==> src/rtl/lfsr_delay_pkg.sv <==
// Shared types and helpers for the LFSR-driven random delay timer.
// The timer state machine walks IDLE -> LOAD -> COUNT -> DONE -> IDLE.
// The down counter is WIDTH + SCALE_SHIFT bits wide, so a shifted sample
// always fits and can never wrap.
package lfsr_delay_pkg;

    typedef enum logic [1:0] {
        IDLE  = 2'd0,
        LOAD  = 2'd1,
        COUNT = 2'd2,
        DONE  = 2'd3
    } delay_state_t;

    localparam int DEFAULT_WIDTH = 7;

    // Counter width needed to hold a random word after it has been scaled up.
    function automatic int counterWidth(input int width, input int scaleShift);
        return width + scaleShift;
    endfunction

endpackage

==> src/rtl/delay_down_counter.sv <==
// Loadable down counter for the random delay timer.
// Clear has priority over load, and load has priority over decrement.
// Decrementing stops at zero, so the counter never wraps.
// The zero and one flags let the controlling FSM spot the last tick.
module delay_down_counter
    import lfsr_delay_pkg::*;
#(
    parameter int CW = counterWidth(DEFAULT_WIDTH, 0)
) (
    input  logic          clk,
    input  logic          rst,
    input  logic          clear,
    input  logic          load,
    input  logic [CW-1:0] load_val,
    input  logic          dec,
    output logic [CW-1:0] count,
    output logic          zero,
    output logic          one
);

    logic [CW-1:0] r_count;

    // Remaining-tick register: clear on abort, load on trigger, count down on honoured ticks.
    always_ff @(posedge clk or negedge rst) begin
        if (!rst) begin
            r_count <= '0;
        end else if (clear) begin
            r_count <= '0;
        end else if (load) begin
            r_count <= load_val;
        end else if (dec && (r_count != '0)) begin
            r_count <= r_count - CW'(1);
        end
    end

    // Flags decoded from the register, used by the FSM to spot the final tick.
    always_comb begin
        count = r_count;
        zero  = (r_count == '0);
        one   = (r_count == CW'(1));
    end

endmodule

==> src/rtl/lfsr_delay_timer.sv <==
// Random delay timer.
// On a trigger it samples the LFSR word and scales it into a tick count.
// It counts the scaled value down on time-base ticks, fires a one-cycle
// time_out pulse, and asks the LFSR to advance.
// Optional macro LFSR_DELAY_FREE_RUN_EN: when defined, lfsr_en is also high
// in every IDLE cycle after reset, so the LFSR free-runs between triggers.
// All outputs decode registered state only.
module lfsr_delay_timer
    import lfsr_delay_pkg::*;
#(
    parameter int WIDTH       = DEFAULT_WIDTH,
    parameter int SCALE_SHIFT = 0,
    parameter int MIN_DELAY   = 1
) (
    input  logic                         clk,
    input  logic                         rst,
    input  logic                         trigger,
    input  logic                         abort,
    input  logic                         tick,
    input  logic [WIDTH-1:0]             rnd_in,
    output logic                         lfsr_en,
    output logic                         busy,
    output logic                         time_out,
    output logic [WIDTH+SCALE_SHIFT-1:0] count_out
);

    localparam int CW = counterWidth(WIDTH, SCALE_SHIFT);

    delay_state_t  r_state;
    delay_state_t  w_nextState;
    logic [CW-1:0] w_scaled;
    logic [CW-1:0] w_loadVal;
    logic          w_running;
    logic          w_load;
    logic          w_clear;
    logic          w_dec;
    logic          w_zero;
    logic          w_one;

    delay_down_counter #(
        .CW(CW)
    ) u_counter (
        .clk     (clk),
        .rst     (rst),
        .clear   (w_clear),
        .load    (w_load),
        .load_val(w_loadVal),
        .dec     (w_dec),
        .count   (count_out),
        .zero    (w_zero),
        .one     (w_one)
    );

    // Scale the sampled word; a zero sample would give no wait, so substitute MIN_DELAY.
    always_comb begin
        w_scaled  = CW'(rnd_in) << SCALE_SHIFT;
        w_loadVal = (rnd_in == '0) ? CW'(MIN_DELAY) : w_scaled;
    end

    // Counter control: load in IDLE on trigger, clear on abort while running, tick down in COUNT.
    always_comb begin
        w_running = (r_state == LOAD) || (r_state == COUNT);
        w_load    = (r_state == IDLE) && trigger;
        w_clear   = w_running && abort;
        w_dec     = (r_state == COUNT) && tick && !abort && !w_zero;
    end

    // State register.
    always_ff @(posedge clk or negedge rst) begin
        if (!rst) begin
            r_state <= IDLE;
        end else begin
            r_state <= w_nextState;
        end
    end

    // Next-state logic: abort beats the final tick, and triggers outside IDLE are dropped.
    always_comb begin
        w_nextState = r_state;
        case (r_state)
            IDLE:    if (trigger) w_nextState = LOAD;
            LOAD:    w_nextState = abort ? IDLE : COUNT;
            COUNT: begin
                if (abort) begin
                    w_nextState = IDLE;
                end else if (tick && w_one) begin
                    w_nextState = DONE;
                end
            end
            DONE:    w_nextState = IDLE;
            default: w_nextState = IDLE;
        endcase
    end

`ifdef LFSR_DELAY_FREE_RUN_EN
    logic r_live;

    // Holds off free-running until the first clock after reset, so lfsr_en reads 0 in reset.
    always_ff @(posedge clk or negedge rst) begin
        if (!rst) begin
            r_live <= 1'b0;
        end else begin
            r_live <= 1'b1;
        end
    end

    // Output decode: the LFSR advances in DONE and in every IDLE cycle.
    always_comb begin
        busy     = w_running;
        time_out = (r_state == DONE);
        lfsr_en  = (r_state == DONE) || ((r_state == IDLE) && r_live);
    end
`else
    // Output decode: the LFSR advances only once per completed interval.
    always_comb begin
        busy     = w_running;
        time_out = (r_state == DONE);
        lfsr_en  = (r_state == DONE);
    end
`endif

endmodule

==> config.mk <==
export PLATFORM = sky130hd
export DESIGN_NAME = lfsr_delay_timer
export DESIGN_NICKNAME = d
export VERILOG_FILES = /design/src/rtl/lfsr_delay_pkg.sv /design/src/rtl/delay_down_counter.sv /design/src/rtl/lfsr_delay_timer.sv
export SDC_FILE = /design/constraint.sdc
export NUM_CORES = 1
export LEC_CHECK = 0
export BUFFER_PORTS_ARGS = -buffer_cell sky130_fd_sc_hd__buf_4
export CAP_MARGIN = 25
export CORE_UTILIZATION = 48
export CTS_BUF_LIST = sky130_fd_sc_hd__clkbuf_16
export CTS_CLUSTER_SIZE = 8
export DETAILED_ROUTE_END_ITERATION = 16
export PLACE_DENSITY = 0.76
export SYNTH_ARGS = -nofsm -noshare
export SYNTH_HDL_FRONTEND = slang
export SYNTH_SLANG_ARGS = --single-unit
==> constraint.sdc <==
create_clock -name clk -period 2 [get_ports clk]
set_input_delay 0.2 -clock clk [delete_from_list [all_inputs] [get_ports clk]]
set_output_delay 0.2 -clock clk [all_outputs]
set_load 0.1 [all_outputs]
## Word level (Yosys, flattened, before mapping)

Cells that the tools add are included.

| operators by class | value |
|---|---|
| add/subtract/negate cells | 1 |
| equality and inequality tests | 6 |
| mux-type cells | 9 |
| reductions and logical operators | 16 |

Operators by type and width:

| operator | number |
|---|---|
| two-way mux 7 bit | 4 |
| logical NOT 7 bit | 2 |
| two-way mux 2 bit | 4 |
| one-hot mux 2 bit (4 select lines) | 1 |
| equality test 7 x 1 -> 1 bit (second input constant) | 1 |
| logical AND 1 bit | 7 |
| nonzero test 7 bit | 1 |
| subtractor 7 x 1 -> 7 bit (second input constant) | 1 |
| equality test 2 bit (second input constant) | 2 |
| inequality test 3 x 2 -> 1 bit (second input constant) | 1 |
| nonzero test 3 bit | 1 |
| equality test 2 x 1 -> 1 bit (second input constant) | 1 |
| logical NOT 1 bit | 2 |
| logical NOT 2 bit | 1 |
| inequality test 2 bit (second input constant) | 1 |
| AND reduction 2 bit | 1 |
| logical OR 1 bit | 1 |

| word-level totals | value |
|---|---|
| register bits after elaboration | 9 |
| input port bits | 12 |
| output and inout port bits | 10 |

## Depth between registers and ports, before layout

| depth | value |
|---|---|
| depth after elaboration | 8 |
| depth in mapped cells | 6 |
| mapped depth without buffers | 6 |

## Cells and area by module

A second synthesis with hierarchy kept.

| unflattened totals | value |
|---|---|
| cell total of the unflattened synthesis | 85 |
| area, all modules | 750.7 um^2 |

Modules (own cells, without submodules):

| module | times used | cells each | area an instance (um^2) |
|---|---|---|---|
| delay_down_counter | 1 | 55 | 498.0 |
| lfsr_delay_timer | 1 | 30 | 252.7 |

## Least setup slack after synthesis

No wires, ideal clock.

| timing | value |
|---|---|
| path type | register to register |
| start point | register u_counter.r_count[0], in the netlist u_counter.count[0] |
| end point | register u_counter.r_count[5], in the netlist u_counter.count[5] |
| arrival time | 2.206 ns |
| required time | 1.929 ns |
| path slack | -0.277 ns |
| stages on the path, launching flop included | 7 |
| clock period less this slack | 2.277 ns |
| path through | dfrtp_1 inv_1 ha_1 inv_1 o311ai_4 or4_1 nand3_1 |

| on the way | value |
|---|---|
| longest elaborated chain between the ends | 5 |
| elaborated cells between the ends (all ways) | 10 |
| those cells by class | add/sub (1); mux (3); reduce/logical (6) |

Ends and longest elaborated chain:

| what | line | RTL |
|---|---|---|
| start, declared | delay_down_counter.sv:21 | `logic [CW-1:0] r_count;` |
| start signal, assigned | delay_down_counter.sv:30 | `r_count <= load_val;` |
| start signal, assigned | delay_down_counter.sv:32 | `r_count <= r_count - CW'(1);` |
| parallel branches: the longest is 5 deep, another holds subtractor 7 x 1 -> 7 bit | -- |  |

Several ways; the timed one is not identified. The select of a mux whose other input is x is not followed.
A chain may end at the register's enable or synchronous reset.

## Worst setup path after layout

| timing | value |
|---|---|
| start point | register r_state[0] |
| end point | register u_counter.r_count[5], in the netlist u_counter.count[5] |

| on the way | value |
|---|---|
| longest elaborated chain between the ends | 6 |
| elaborated cells between the ends (all ways) | 13 |
| those cells by class | eq/ne (2); mux (2); reduce/logical (9) |

Ends and longest elaborated chain:

| what | line | RTL |
|---|---|---|
| start, declared | lfsr_delay_timer.sv:29 | `delay_state_t r_state;` |
| start signal, assigned | lfsr_delay_timer.sv:73 | `r_state <= w_nextState;` |
| equality test 2 bit | lfsr_delay_timer.sv:62, lfsr_delay_timer.sv:65 |  |
| logical AND 1 bit (3 in series) | lfsr_delay_timer.sv:65 | `w_dec = (r_state == COUNT) && tick && !abort && !w_zero;` |
| logical AND 1 bit | delay_down_counter.sv:31 | `end else if (dec && (r_count != '0)) begin` |
| nonzero test 3 bit (no source line) | -- |  |

Several ways; a longest one is shown, not always the timed one.

==> impl_metrics.toml <==
[sta]
setup_viol = 0
clock-skew-final_ns = 0.000607
slew_violations = 0
tns_ns = 0
final-hold-violation-count = 0
whs_ns = 0.263
timing_worst_slew_pin_value_ns = 0.388
finalWorstPathRequiredPeriod_ns = 1.85
grt_setup_unrepaired = "false"
min_period_over_period_pct = 92.7
worst_max_slew_margin_expressed_relative_to_the_limit_pct = 74.1
timing.fmax_ghz = 0.540

[detailed_routing]
via_count = 708
post_detailed_route_count_of_antenna_violating_nets = 0
detailedRoute.firstIterationViolations = 29
drt_pre_antenna_iters = 4
detail_route.wirelength_um = 1800
drt-vias-per-instance = 6.27
wl_per_cell_um = 16.0
post-route-drc-count = 0

[global_routing]
grt_usage_pct = 29.1
first_global_vias = 610
grt_max_degree = 13
initial_antenna_violation_count = 0
grt_remaining_overflow = 0
grt_first_pass_wirelength_um = 2930

[clock_tree]
cts_tree = "yes"
clk_transition_reported_paths_ns = 0.04
clock_tree.root_cell = "clkbuf_16"
cts_buffers = 3
cts_max_path_buffers = 2
cts_num_sinks = 9
clock_latency_ns = 0.24
postCtsSetupBuffers = 0
htree_num_levels = 1

[floorplanning]
die_width_um = 39.6
fp-row-count = 13
fp.dieArea_sq_um = 1570
ios = 22
placeableCoreArea_sq_um = 1300
initial_core_util_pct = 52.2
dieHeight_um = 39.6

[critical_path]
worst_setup_path_start_kind = "flop"
worst-setup-path-type = "reg -> reg"
critical_path_buf_inv_count = 1
worstPathCellList = "inv_1, ha_1, nor2b_2, o311ai_4, or4_1, nand3_1"
cpLargestDelayFamily = "simple AND/OR/NAND/NOR gates"
worst_path_largest_cell_delay_ns = 0.52
arr_time_crit_path_ns = 2.02
critical_path.slowest_cell = "or4_1"
worst_ep_required_time_ns = 2.17
crit_path_end_kind = "flop"
timing.critical_path.fanout_max = 7

[final_layout]
fin_nets = 118
area_growth_pct = 40.1
n_fill_cell = 101
num_antenna_cells = 0
proportion_of_layout_cells_with_a_drive_suffix_above_1_pct = 34.7

[run_status]
status = "complete, no violations"

[min_path]
hold_class = "in -> reg"

[synth]
unique_cell_type_count_in_the_yosys_netlist = 29
yosysWarnings = 0
seq_area_frac_synth_pct = 33.1
cells_after_synth = 73
number_of_nets_in_the_synthesized_netlist = 92
post_synthesis_instance_area_sq_um = 679
synth.ff_latch_count = 9
synthesis.area_per_instance_sq_um = 9.31

[placed_design]
gpl.final_weighted_congestion = 0.794
placement.io_buffers = 21

[flow_run]
max_cap_violations = 0
layout by cell type (no fill, tap or decap), types with 2 or more instances in the layout:
cell / n
dfrtp_2: 5
clkbuf_16: 3
nand2_1: 4
nor4_1: 2
buf_4: 22
dfrtp_1: 4
nand3_1: 2
inv_1: 7
o21ai_0: 3
o31ai_1: 4
mux2i_1: 2
a31oi_1: 2
or4_1: 3
a21oi_1: 6
nand4_1: 4
ha_1: 6
and3_1: 2
nor3_1: 2
metal layers:
layer  wire [um]  track usage [%]  up-vias
met3         138             5.11        5
met1         808             42.5      329
met4          35             12.9        0
li1            -                -      333
met5           0                0        -
met2         823             40.6       41
path summary, 6_finish.rpt:
path,slack [ns],end,from,cells past startpoint
min in group asynchronous,0.33,r_state[1],rst,2
worst max register to register,0.15,u_counter.count[5],r_state[0],6
max in group asynchronous,1.52,u_counter.count[2],rst,2
worst max-delay path,0.15,u_counter.count[5],r_state[0],6
worst min-delay path,0.26,u_counter.count[5],rnd_in[5],3
worst min register to register,0.60,r_state[0],r_state[0],1
cells in the mapped netlist (all sizes together):
cell | n | area (sq um)
a21oi | 6 | 30.0
a31oi | 2 | 12.5
and2 | 1 | 6.26
and3 | 2 | 12.5
buf | 1 | 7.51
clkbuf | 1 | 3.75
dfrtp | 9 | 225
ha | 7 | 87.6
inv | 6 | 22.5
mux2i | 2 | 20.0
nand2 | 4 | 15.0
nand2b | 1 | 6.26
nand3 | 2 | 10.0
nand4 | 4 | 25.0
nand4b | 1 | 8.76
nor2 | 1 | 3.75
nor2b | 2 | 12.5
nor3 | 2 | 10.0
nor4 | 2 | 12.5
o211ai | 1 | 7.51
o21ai | 3 | 15.0
o21bai | 1 | 7.51
o311ai | 2 | 35.0
o31ai | 4 | 30.0
o32a | 1 | 10.0
or4 | 4 | 33.8
xnor2 | 1 | 8.76
cell families after synthesis:
logic type / after synthesis / synth area share (%)
simple gates: 26 / 23.0
compound gates: 20 / 21.7
flops: 9 / 33.1
buf+inv: 8 / 4.97
fa+ha+maj: 7 / 12.9
mux: 2 / 2.95
xor+xnor: 1 / 1.29
what timing repair did:
| item | 4_1_cts | 5_1_grt |
|---|---|---|
| gates resized for setup | 0 | 1 |
| setup endpoints to repair | 0 | 1 |
| endpoints found under the hold margin | 9 | 0 |
| hold buffers | 1 | 0 |
registers in the layout, summed over array words and instances (netlist names):
name,cells
r_state,2
u_counter.count,7
per-stage QoR:
step	util, %	worst slack [ns]	std cells	cell area [sq um]
floorplan	-	0.00180	73	688
global placement	66.2	0.157	108	861
detailed placement	66.2	0.0605	108	861
CTS	73.0	0.0369	113	950
global route	73.2	0.0791	113	952
finish	73.2	0.147	113	952
layout make-up:
class | instances | area (sq um) | share of cell area [%]
Tap cell | 15 | 18.8 | 1.97
Clock buffer | 3 | 75.1 | 7.88
Timing Repair Buffer | 23 | 175 | 18.4
Clock inverter | 1 | 3.75 | 0.394
Inverter | 6 | 22.5 | 2.37
Multi-Input combinational cell | 56 | 425 | 44.7
Sequential cell | 9 | 231 | 24.3
worst reg2reg max path: stages (launching register included):
cell,delay (ns)
dfrtp_1,0.41
inv_1,0.12
ha_1,0.19
nor2b_2,0.26
o311ai_4,0.19
or4_1,0.53
nand3_1,0.09
Power is left out: the tool's default activity adds up to more than one toggle a clock period on the data nets, which glitch-free logic cannot reach.
